## src/rtl/drain_collector_pkg.sv

```systemverilog
// drain_collector_pkg: shared types for the column drain collector.
package drain_collector_pkg;
    localparam int DATA_WIDTH = 8;
    localparam int DIM = 4;
    localparam int RESULT_WIDTH = DIM * DATA_WIDTH;
    typedef logic [DATA_WIDTH-1:0] data_t;
    typedef struct packed {
        logic  enable;
        data_t data;
    } drain_data_t;
    typedef data_t [DIM-1:0] result_word_t;
    typedef enum logic [1:0] {IDLE, COLLECT, PUSH} collector_state_t;
endpackage

```

## src/rtl/drain_collector_sync_fifo.sv

```systemverilog
// sync_fifo: single-clock FIFO with occupancy counter; push while full succeeds only with a pop.
module sync_fifo #(
    parameter int WIDTH = 8,
    parameter int DEPTH = 4
) (
    input  logic             clk,
    input  logic             rst_n,
    input  logic             push,
    input  logic             pop,
    input  logic [WIDTH-1:0] wdata,
    output logic [WIDTH-1:0] rdata,
    output logic             full,
    output logic             empty
);
    localparam int AW = $clog2(DEPTH);
    logic [WIDTH-1:0] mem [DEPTH];
    logic [AW-1:0] wptr, rptr;
    logic [AW:0] count;
    logic do_push, do_pop;
    assign do_pop  = pop && !empty;
    assign do_push = push && (!full || do_pop);
    assign full    = count == (AW+1)'(DEPTH);
    assign empty   = count == '0;
    assign rdata   = mem[rptr];
    always_ff @(posedge clk or negedge rst_n) begin
        if (!rst_n) begin
            mem   <= '{default: '0};
            wptr  <= '0;
            rptr  <= '0;
            count <= '0;
        end else begin
            if (do_push) begin
                mem[wptr] <= wdata;
                wptr      <= wptr + 1'b1;
            end
            if (do_pop) rptr <= rptr + 1'b1;
            count <= count + (AW+1)'(do_push) - (AW+1)'(do_pop);
        end
    end
endmodule

```

## src/rtl/drain_collector.sv

```systemverilog
// drain_collector: packs DIM drained beats of one column into a result word and queues it for the writer.
module drain_collector
    import drain_collector_pkg::*;
#(
    parameter int FIFO_DEPTH = 4
) (
    input  logic                    clk,
    input  logic                    rst_n,
    input  logic                    start_i,
    input  drain_data_t             drain_i,
    output logic                    res_valid_o,
    input  logic                    res_ready_i,
    output logic [RESULT_WIDTH-1:0] res_data_o,
    output logic                    done_o,
    output logic                    busy_o,
    output logic                    error_o
);
    localparam int CW = $clog2(DIM + 1);
    localparam int IW = $clog2(DIM);
    collector_state_t state;
    logic [CW-1:0] cnt;
    logic [IW-1:0] idx;
    result_word_t pack;
    logic full, empty;
    // bottom row drains first, so the k-th beat lands in element DIM-1-k
    assign idx = IW'(DIM - 1) - cnt[IW-1:0];
    assign res_valid_o = !empty;
    always_ff @(posedge clk or negedge rst_n) begin
        if (!rst_n) begin
            state   <= IDLE;
            cnt     <= '0;
            pack    <= '0;
            done_o  <= 1'b0;
            busy_o  <= 1'b0;
            error_o <= 1'b0;
        end else begin
            done_o <= 1'b0;
            case (state)
                IDLE: begin
                    if (start_i) begin
                        state   <= COLLECT;
                        cnt     <= '0;
                        error_o <= 1'b0;
                        busy_o  <= 1'b1;
                    end else if (drain_i.enable) error_o <= 1'b1;
                end
                COLLECT: begin
                    if (start_i) cnt <= '0;
                    else if (drain_i.enable) begin
                        pack[idx] <= drain_i.data;
                        cnt       <= cnt + 1'b1;
                        if (cnt == CW'(DIM - 1)) begin
                            state  <= PUSH;
                            done_o <= 1'b1;
                        end
                    end
                end
                PUSH: begin
                    state  <= start_i ? COLLECT : IDLE;
                    busy_o <= start_i;
                    cnt    <= '0;
                    if (drain_i.enable || (full && !res_ready_i)) error_o <= 1'b1;
                end
                default: state <= IDLE;
            endcase
        end
    end
    sync_fifo #(.WIDTH(RESULT_WIDTH), .DEPTH(FIFO_DEPTH)) u_fifo (
        .clk   (clk),
        .rst_n (rst_n),
        .push  (state == PUSH),
        .pop   (res_ready_i),
        .wdata (pack),
        .rdata (res_data_o),
        .full  (full),
        .empty (empty)
    );
endmodule

```

## config.mk

```make
export PLATFORM = sky130hd
export DESIGN_NAME = drain_collector
export DESIGN_NICKNAME = d
export VERILOG_FILES = /design/src/rtl/drain_collector_pkg.sv /design/src/rtl/drain_collector_sync_fifo.sv /design/src/rtl/drain_collector.sv
export SDC_FILE = /design/constraint.sdc
export NUM_CORES = 1
export LEC_CHECK = 0
export ABC_AREA = 1
export CAP_MARGIN = 20
export CORE_ASPECT_RATIO = 0.9
export CORE_MARGIN = 5
export CORE_UTILIZATION = 59
export CTS_CLUSTER_SIZE = 30
export DETAILED_ROUTE_END_ITERATION = 6
export HOLD_SLACK_MARGIN = 0.08
export PLACE_DENSITY = 0.83
export SLEW_MARGIN = 0
export SYNTH_ARGS = -nofsm -noshare
export SYNTH_HDL_FRONTEND = slang
export SYNTH_SLANG_ARGS = --single-unit
```

## constraint.sdc

```tcl
create_clock -name clk -period 2.2 [get_ports clk]
set_input_delay 0.66 -clock clk [delete_from_list [all_inputs] [get_ports clk]]
set_output_delay 0.66 -clock clk [all_outputs]
set_load 0.03 [all_outputs]
```

# Word-level counts from Yosys, hierarchy flattened
# Cells that the tools add are included.
# word_totals
inputBits	13
out_inout_bits	36
latch_bits	0
register_bits	175
mem_bits_ro	0
ramBits	0
mem_count	0
elab_cells	89
# op_classes
muxes	29
n_shift	0
addsub	6
div	0
n_reduce_logical	19
n_lt_le_gt_ge	5
bitwise	3
eq_ne	11
multipliers	0
# ops
cell	n
bitwise mux 128 bit	1
2-to-1 mux 32 bit	3
binary-select mux 32 bit (select 2 bit)	1
demux 32 bit (select 2 bit)	1
bitwise mux 32 bit	1
demux 8 bit (select 2 bit)	1
!= test 2 bit (second input constant)	5
2-to-1 mux 1 bit	9
2-to-1 mux 3 bit	3
one-hot mux 3 bit (3 select lines)	1
AND reduction 3 bit	3
2-to-1 mux 2 bit	4
2-to-1 mux 8 bit	1
>= comparator 3 bit (second input constant)	2
!= test 3 bit (second input constant)	2
NOT 2 -> 3 bit	2
one-hot mux 2 bit (3 select lines)	1
logical AND 1 bit	5
adder 2 x 1 -> 2 bit (second input constant)	2
one-hot mux 1 bit (2 select lines)	2
AND reduction 4 bit	1
adder 3 x 1 -> 3 bit	1
adder 3 x 1 -> 3 bit (second input constant)	1
== test 3 x 2 -> 1 bit (second input constant)	1
other kinds (16)	19

# Longest topological paths before layout
# Gate-level depths: netlist of run 1.
# depth
depth_word	7
mapped_depth	11
depth_no_buf	10

# Modules after synthesis
# From an unflattened synthesis of run 1, not the netlist that was laid out.
# hier_totals
cells_unflattened	998
area_unflattened_um2	8204.1
# by_module_without_submodules
mod	cells_each	instances	area_each_um2
sync_fifo	798	1	6487.5
drain_collector	200	1	1716.6

# Least setup slack after synthesis of run 1
# No wires, ideal clock.
# synth_timing
path_kind	input port to flip-flop
start	input res_ready_i
end	register u_fifo.count[2]
stages	8
arrival_ps	2104
setup_ps	129
path_slack_ps	-33
path_cell_list	a21boi_0 ha_1 inv_1 ha_1 inv_1 fa_1 xnor2_1 xor2_1
# synth_via
elab_chain_cells	5
# synth_lines
element	line_no	text
start: declaration	drain_collector.sv:12	input logic res_ready_i,
logical AND 1 bit (*)	drain_collector_sync_fifo.sv:20	assign do_pop = pop && !empty;
logical OR 1 bit	drain_collector_sync_fifo.sv:21	assign do_push = push && (!full || do_pop);
logical AND 1 bit	drain_collector_sync_fifo.sv:21	
adder 3 x 1 -> 3 bit	drain_collector_sync_fifo.sv:37	count <= count + (AW+1)'(do_push) - (AW+1)'(do_pop);
subtractor 3 x 1 -> 3 bit (*)	drain_collector_sync_fifo.sv:37	
end signal: assignment	drain_collector_sync_fifo.sv:37	
end: declaration	drain_collector_sync_fifo.sv:18	logic [AW:0] count;
# Every way passes the cells marked *; elsewhere a longest branch is shown, timed or not.
# A chain may end at the register's enable or synchronous reset.

# Worst setup path after layout of run 1
# layout_timing
start	register u_fifo.rptr[0]
end	output res_data_o[8]
# layout_via
elab_chain_cells	4
# layout_lines
element	line_no	text
start: declaration	drain_collector_sync_fifo.sv:17	logic [AW-1:0] wptr, rptr;
start signal: assignment	drain_collector_sync_fifo.sv:36	if (do_pop) rptr <= rptr + 1'b1;
NOT 2 -> 3 bit (not written as such)	drain_collector_sync_fifo.sv:24	assign rdata = mem[rptr];
binary-select mux 32 bit (select 2 bit)	drain_collector_sync_fifo.sv:24	
2-to-1 mux 32 bit (not written as such) (2 in series)	drain_collector_sync_fifo.sv:24	
end: declaration	drain_collector.sv:13	output logic [RESULT_WIDTH-1:0] res_data_o,
# Every way passes these cells. The select of a mux whose other input is x is not followed.

==> impl_metrics.toml, run 1 <==
[run_status]
status = "complete, but fails checks"
violations = "setup timing"

[finish]
syn_to_final_growth_pct = 17.0
fin_nets = 996
final_area_um2 = 9420
fill_cells = 984
layout-drive-gt1-share_pct = 15.1
diodes = 0

[clock_network]
cts_buffer_depth = 2
clock-sinks = 175
insertion_delay_ns = 0.44
htree_levels = 4
root_buffer = "clkbuf_16"
cts_tree = "yes"
cts_made_buffers = 17
path_clk_slew_ns = 0.06

[global_routing]
globalRoute.totalOverflow = 0
track_usage_pct = 26.5
grt_max_degree = 73
grt_pass1_wl_um = 33500
antenna_found_initial = 0
first_global_vias = 6404

[setup_path]
cp-end-kind = "output port"
cp.arrival_ns = 1.73
cp.required_ns = 1.54
critPathKind = "reg2out"
cp_max_fo = 10
cp-start-kind = "register"

[min_path]
hold_path.class = "reg2reg"

[logic_synthesis]
synth-seq-cells = 175
seq_area_frac_synth_pct = 54.4
ys_types = 32
synthCells = 935
synth_top_family_by_area = "simple AND/OR/NAND/NOR gates"
yosys.area_share.adder_pct = 1.96
synth_area_leader_cell = "dfrtp_1"
netlist.area_leader.share_pct = 54.4
syn_area_per_cell_um2 = 8.61
synth-compound-area-share_pct = 17.3
synth_nets = 960
ys_warn_count = 0
synthesis.area_um2 = 8050
synth_xor_area_share_pct = 0.544
synth-simple-area-share_pct = 19.4
synthMuxAreaShare_pct = 0
synth_area_leaders = "dfrtp_1 54%, nand2_1 14%, o21ai_0 7.5%"

[floorplan]
io_pins = 49
die_area_um2 = 16100
die_y_um = 121
die_w_um = 133
core_area_um2 = 13400
initial_core_util_pct = 60.2
rows = 40

[timing]
holdWs_ns = 0.476
fmax_mhz = 419
setup_ws_ns = -0.185
skew_ns = 0.00834
finalHoldViolCount = 0
setup_viol = 32
relSlewSlack_pct = 29.7
tns_ns = -3.40
max_slew.worst_pin.slew_ns = 1.05
slew_violations = 0
rsz0062_at_grt = "true"
period_needed_ns = 2.39
fin_crit_sh_pct = 108

[place]
gp_congestion = 0.824
place_area_um2 = 8520
io_buffer_count = 48
dp_hpwl_um = 11800

[power]
p_total_mw = 11.9
powerDensity_nw_per_um2 = 1270
p_leak_nw = 4.94
peakVddDrop_uv = 894

[drt]
drtIter0Drc = 914
ant_nets = 0
num_vias = 6949
wl_um = 22200
vias_per_cell = 6.04
wl_per_cell_um = 19.3
dr.pass1.iters = 5
drc = 0

[flow_run]
drv_cap = 0
[flip-flops by register name (all words and copies together), names as in the netlist]
register      flops
busy_o            1
cnt               3
done_o            1
error_o           1
pack             32
state             2
u_fifo.count      3
u_fifo.mem      128
u_fifo.rptr       2
u_fifo.wptr       2
[kinds of logic after synthesis]
group           count (synthesis)
compound gates                264
flops                         175
xor+xnor                        5
buf+inv                        91
fa+ha+maj                      12
simple gates                  388
[worst max-delay path, cell delays in order, from the launching register on]
cell and delay (ns):
dfrtp_2 0.48, inv_8 0.14, buf_12 0.15, o21ai_0 0.10, o22ai_1 0.22, buf_4 0.21
[cell type report]
class                   instances  area [µm²]  share of cell area [%]
clock buffers                  23         458                    4.86
clock inverters                 8        90.1                   0.956
inverters                      30         123                    1.30
multi-input cells             670        3310                    35.2
flip-flops and latches        175        4380                    46.5
well taps                     168         210                    2.23
repair buffers                 77         843                    8.95
[metrics by stage]
stage / std cells / util [%] / worst slack, ns
detailed placement: 1112 / 63.7 / -0.441
global route: 1151 / 70.5 / -0.205
CTS: 1146 / 68.3 / -0.148
floorplan: 935 / - / 0.0613
global placement: 1112 / 63.7 / -0.387
finish: 1151 / 70.5 / -0.185
[where the power goes]
part / total, mW / switching, mW / internal, mW
Clock: 2.91 / 1.23 / 1.68
Sequential: 4.10 / 0.522 / 3.58
Combinational: 4.91 / 3.02 / 1.89
[placed cells by master, fill, tap and decap left out, types with 2 or more instances in the layout]
cell / instances
ha_1: 9
nor2_1: 53
nand3_1: 3
buf_4: 39
buf_6: 9
nor2_4: 6
clkbuf_16: 21
nand2_4: 4
nor2_2: 17
o22ai_2: 8
buf_12: 8
inv_1: 27
dfrtp_1: 173
clkbuf_1: 5
xor2_1: 4
bufinv_16: 2
dfrtp_2: 2
o21ai_1: 143
o21ai_0: 73
clkdlybuf4s50_1: 13
o21ai_2: 13
clkinv_2: 6
nand2_1: 302
o22ai_1: 25
[path summary, 6_finish.rpt]
path	startpoint	endpoint	slack (ns)	cells after the start
worst max-delay path	u_fifo.rptr[0]	res_data_o[8]	-0.19	5
worst min-delay path	u_fifo.mem[67]	u_fifo.mem[67]	0.48	2
worst max register to register	u_fifo.count[2]	u_fifo.mem[109]	0.09	8
worst min register to register	u_fifo.mem[67]	u_fifo.mem[67]	0.48	2
max in group asynchronous	rst_n	u_fifo.mem[44]	0.90	3
min in group asynchronous	rst_n	u_fifo.mem[61]	0.65	2
[layer usage]
layer	routed length, µm	global-route usage [%]	share of wire, %	vias up
li1	-	-	-	3148
met1	9020	35.8	41	3374
met2	10700	41.3	48	365
met3	1960	7.61	8.8	62
met4	530	9.19	2.4	0
met5	0	0	0	-
[Yosys cell counts (all sizes together)]
library cell / number
nand3: 4
buf: 31
clkinv: 1
nand2: 308
nor2: 75
o21ai: 229
ha: 11
dfrtp: 175
o22ai: 33
xor2: 4
nand4: 1
a22oi: 1
xnor2: 1
fa: 1
inv: 29
a21boi: 1
clkbuf: 30
[timing repair]
item                                    CTS  global route
hold buffers                              1             0
gates resized for setup                  29            74
pin swaps                                 0             8
cloned                                    1             5
endpoints found under the hold margin    17             0
buffers inserted                          1             0
endpoints found under the setup margin   34            73
Note: power is estimated with default switching activity, not from simulation.
==> run 2: changes to the inputs <==
--- a/config.mk
+++ b/config.mk
@@ -5,7 +5,6 @@
 export SDC_FILE = /design/constraint.sdc
 export NUM_CORES = 1
 export LEC_CHECK = 0
-export ABC_AREA = 1
 export CAP_MARGIN = 20
 export CORE_ASPECT_RATIO = 0.9
 export CORE_MARGIN = 5
==> impl_metrics.toml, run 2 <==
[finish]
diodes = 0
syn_to_final_growth_pct = 23.0
final_cell_mix = "174 x dfrtp_1, 149 x mux2_2, 32 x mux4_2, 28 x buf_12"
fin_nets = 567
largest_reg_flops = 128
largest_registers = "u_fifo.mem x128, pack x32"
instances_no_fill = 718
layout_commonest_cell = "dfrtp_1"
layout-drive-gt1-share_pct = 52.5
largest_register = "u_fifo.mem"
fin_util_pct = 74.1

[logic_synthesis]
netlist.area_leader.share_pct = 57.3
synthCells = 463
ys_types = 28
syn_area_per_cell_um2 = 16.5
synth_nets = 488
ys.flop_type = "dfrtp_1"
ys_warn_count = 0
async_flop_share_pct = 100
netlist_top_cells_count = "175 x dfrtp_1, 149 x mux2_2, 32 x mux4_2"
yosysMostFrequentCell = "dfrtp_1"
synth-seq-cells = 175
synth_area_leaders = "dfrtp_1 57%, mux2_2 22%, mux4_2 9.4%"
seq_area_frac_synth_pct = 57.3
synthesis.area_um2 = 7640
synth_edf_count = 0
synth_area_leader_cell = "dfrtp_1"

[timing]
setup_ws_ns = -0.274
finalHoldViolCount = 0
skew_ns = 0.00724
slew_violations = 0
setup_viol = 32
period_needed_ns = 2.47
rsz0062_at_grt = "true"
relSlewSlack_pct = 73.7
fin_crit_sh_pct = 112
fmax_mhz = 404
tns_ns = -7.53
max_slew.worst_pin.slew_ns = 0.394
holdWs_ns = 0.146

[run_status]
violations = "setup timing"
status = "complete, but fails checks"

[global_routing]
grt_max_degree = 49
use_met2_pct = 35.5
grt_pass1_wl_um = 25800
track_usage_pct = 22.0
busiest_layer = "met2"
antenna_found_initial = 0
first_global_vias = 4710
grt_use_met3_pct = 4.72
globalRoute.totalOverflow = 0
met1_usage_pct = 30.0

[floorplan]
core_area_um2 = 12700
rows = 39
die_y_um = 118
die_w_um = 130
io_pins = 49
die_area_um2 = 15300
initial_core_util_pct = 60.2

[clock_network]
cts_made_buffers = 17
clock-sinks = 175
htree_levels = 4
insertion_delay_ns = 0.42
path_clk_slew_ns = 0.06
cts_tree = "yes"
cts_buffer_depth = 2
root_buffer = "clkbuf_16"

[setup_path]
cp-start-kind = "register"
cp_max_fo = 6
cp.required_ns = 1.54
critPathKind = "reg2out"
cp-end-kind = "output port"
cp.arrival_ns = 1.81

[drt]
vias_per_cell = 5.91
wl_um = 15800
wl_per_cell_um = 22.1
drc = 0
ant_nets = 0
drtIter0Drc = 245
dr.pass1.iters = 4
num_vias = 4241

[place]
gp_congestion = 0.772
placedCellCount = 682
io_buffer_count = 48
dp_hpwl_um = 9970

[min_path]
hold_path.class = "in2async"

[power]
p_total_mw = 8.23
p_leak_nw = 4.50
peakVddDrop_uv = 752
powerDensity_nw_per_um2 = 876

[flow_run]
drv_cap = 0
==> run 2: final cells by class <==
| class | instances | area (µm²) |
|---|---|---|
| Clock inverter | 13 | 141 |
| Sequential cell | 175 | 4380 |
| Timing Repair Buffer | 85 | 1130 |
| Multi-Input combinational cell | 253 | 3070 |
| Tap cell | 164 | 205 |
| Fill cell | 740 | 3290 |
| Inverter | 10 | 37.5 |
| Clock buffer | 18 | 439 |
==> run 2: timing repair <==
action,in CTS,in global routing
hold buffers,0,0
endpoints found under the hold margin,0,0
resized for setup,19,7
endpoints found under the setup margin,33,34
cloned,0,2
setup buffers,1,2
==> run 2: per-stage QoR <==
step	setup WS [ns]	area, µm²
final	-0.274	9400
after global routing	-0.326	9400
after CTS	-0.295	9310
after detailed placement	-0.381	8660
after global placement	-0.291	8660
after floorplan	0.108	7640
==> run 2: final timing paths <==
path	to	depth (start not counted)	startpoint	slack (ns)
max	res_data_o[9]	4	u_fifo.rptr[0]	-0.27
min in group clk	u_fifo.mem[84]	1	u_fifo.mem[84]	0.49
max in group asynchronous	pack[28]	2	rst_n	1.45
max reg2reg	u_fifo.count[2]	8	u_fifo.count[0]	0.16
min reg2reg	u_fifo.mem[84]	1	u_fifo.mem[84]	0.49
min	u_fifo.mem[124]	1	rst_n	0.15
==> run 2: report_power, final <==
group          internal [mW]  switching [mW]
Sequential              3.46           0.299
Combinational          0.839           0.688
Clock                   1.70            1.24
==> run 2: layer usage <==
metal	vias up	share of wire, %
li1	1852	-
met1	2278	44
met2	89	51
met3	22	3.4
met4	0	1.6
met5	-	0
==> run 2: kinds of logic after synthesis <==
family | Yosys count | synth area share [%]
multiplexers | 195 | 33.4
AO/OA/AOI/OAI | 13 | 1.05
flip-flops | 175 | 57.3
buffers and inverters | 35 | 3.01
adder cells (fa/ha/maj) | 12 | 2.06
AND/OR/NAND/NOR | 28 | 2.57
XOR/XNOR | 5 | 0.573
==> run 2: worst max-delay path, cell delays in order (launching register included) <==
cell and delay (ns):
dfrtp_2 0.39, buf_12 0.15, buf_12 0.13, mux4_2 0.55
buf_12 0.17
==> run 3: changes to the inputs <==
--- a/config.mk
+++ b/config.mk
@@ -13,6 +13,7 @@
 export DETAILED_ROUTE_END_ITERATION = 6
 export HOLD_SLACK_MARGIN = 0.08
 export PLACE_DENSITY = 0.83
+export SKIP_CTS_REPAIR_TIMING = 1
 export SLEW_MARGIN = 0
 export SYNTH_ARGS = -nofsm -noshare
 export SYNTH_HDL_FRONTEND = slang
==> constraint.sdc (replaced) <==
create_clock -name clk -period 2.4 [get_ports clk]
set_input_delay 0.72 -clock clk [delete_from_list [all_inputs] [get_ports clk]]
set_output_delay 0.72 -clock clk [all_outputs]
set_load 0.03 [all_outputs]
==> impl_metrics.toml, run 3 (synthesis gave the netlist of run 2 again) <==
[clock_network]
clock-sinks = 175
insertion_delay_ns = 0.42
cts_tree = "yes"
htree_levels = 4
cts_buffer_depth = 2
path_clk_slew_ns = 0.06
root_buffer = "clkbuf_16"
cts_made_buffers = 17

[floorplan]
core_area_um2 = 12700
die_area_um2 = 15300
io_pins = 49
rows = 39
initial_core_util_pct = 60.2
die_y_um = 118
die_w_um = 130

[power]
p_leak_nw = 4.40
power.share.switching_pct = 26.4
powerDensity_nw_per_um2 = 790
p_sw_mw = 1.92
peakVddDrop_uv = 500
p_clk_share_pct = 36.7
seqPwrFrac_pct = 47.8
power_frac_comb_pct = 15.5
p_int_mw = 5.34

[finish]
instances_no_fill = 710
syn_to_final_growth_pct = 20.3
fin_nets = 559
fill_cells = 775
seqCellArea_um2 = 4380
largest_reg_flops = 128
diodes = 0
largest_registers = "u_fifo.mem x128, pack x32"
layout_commonest_cell = "dfrtp_1"
layout-drive-gt1-share_pct = 50.5
largest_register = "u_fifo.mem"
multi_input_area_um2 = 3060
final_cell_mix = "174 x dfrtp_1, 149 x mux2_2, 32 x mux4_2, 24 x buf_4, 20 x buf_12"
fin_util_pct = 72.4

[place]
gp_congestion = 0.764
placedCellCount = 678
dp_hpwl_um = 10100
io_buffer_count = 48

[timing]
holdWs_ns = 0.238
fin_crit_sh_pct = 105
tns_ns = -1.92
finalHoldViolCount = 0
fmax_mhz = 398
period_needed_ns = 2.51
rsz0062_at_grt = "true"
slew_violations = 0
max_slew.worst_pin.slew_ns = 0.468
setup_viol = 32
setup_ws_ns = -0.111
relSlewSlack_pct = 68.8
skew_ns = 0.00575

[drt]
ant_nets = 0
drc = 0
dr.pass1.iters = 4
wl_per_cell_um = 21.8
num_vias = 4209
drtIter0Drc = 222
wl_um = 15500
vias_per_cell = 5.93

[setup_path]
worstRegToRegCells = 8
critical-path-top-delay-family = "multiplexers"
worst-path-stages = 3
crit_path_frequent_cell = "buf_12"
cp-start-kind = "register"
cp_cell_sequence = "buf_12, mux4_2, buf_12"
cp.arrival_ns = 1.79
critPathKind = "reg2out"
cp.required_ns = 1.68
critical_path_buf_inv_count = 2
cp-end-kind = "output port"
cp_max_fo = 15
critPathMaxStageDelay_ns = 0.58
slowest_stage = "mux4_2"

[global_routing]
grt_pass1_wl_um = 25800
grt_max_degree = 50
globalRoute.totalOverflow = 0
track_usage_pct = 22.0
antenna_found_initial = 0
first_global_vias = 4733

[run_status]
violations = "setup timing"
status = "complete, but fails checks"

[flow_run]
drv_cap = 0

[min_path]
hold_path.class = "in2async"
==> run 3: cell type report <==
type | instances | area share [%]
Inverter | 10 | 0.408
Multi-Input combinational cell | 253 | 33.3
Clock buffer | 27 | 5.69
Timing Repair Buffer | 77 | 10.2
Tap cell | 164 | 2.23
Sequential cell | 175 | 47.7
Clock inverter | 4 | 0.545
==> run 3: worst register-to-register path, cell delays in order (launching register included) <==
cell	delay (ns)
dfrtp_1	0.46
o31a_1	0.30
ha_1	0.29
inv_1	0.05
ha_1	0.13
inv_1	0.06
fa_1	0.38
xnor2_1	0.15
xnor2_1	0.13
==> run 3: path summary, 6_finish.rpt <==
check	slack [ns]	startpoint	end
max in group asynchronous	1.49	rst_n	u_fifo.count[0]
max reg2reg	0.34	u_fifo.count[1]	u_fifo.count[2]
min	0.24	rst_n	u_fifo.mem[24]
max	-0.11	u_fifo.rptr[0]	res_data_o[0]
min in group clk	0.48	u_fifo.mem[84]	u_fifo.mem[84]
min reg2reg	0.48	u_fifo.mem[84]	u_fifo.mem[84]
==> run 3: per-layer routing <==
layer	routed length [µm]	share of wire, %	vias to the layer above	global-route usage [%]
met4	283	1.8	0	7.01
met1	6740	44	2246	30.9
li1	-	-	1835	-
met3	639	4.1	20	4.99
met2	7800	50	108	34.3
met5	0	0	-	0
==> run 3: metrics by stage <==
stage	setup WS (ns)	area (µm²)	power [mW]
after floorplan	0.248	7640	4.17
after global placement	-0.344	8540	4.59
after CTS	-0.158	9110	7.31
after global routing	-0.174	9190	7.57
final	-0.111	9190	7.26
after detailed placement	-0.450	8540	4.65
==> run 3: power groups by stage <==
stage	combinational (mW)	clock, mW	sequential [mW]
final	1.13	2.67	3.47
after global routing	1.24	2.83	3.50
after CTS	1.15	2.70	3.46
after detailed placement	1.14	0	3.50
after global placement	1.11	0	3.48
after floorplan	0.781	0	3.39
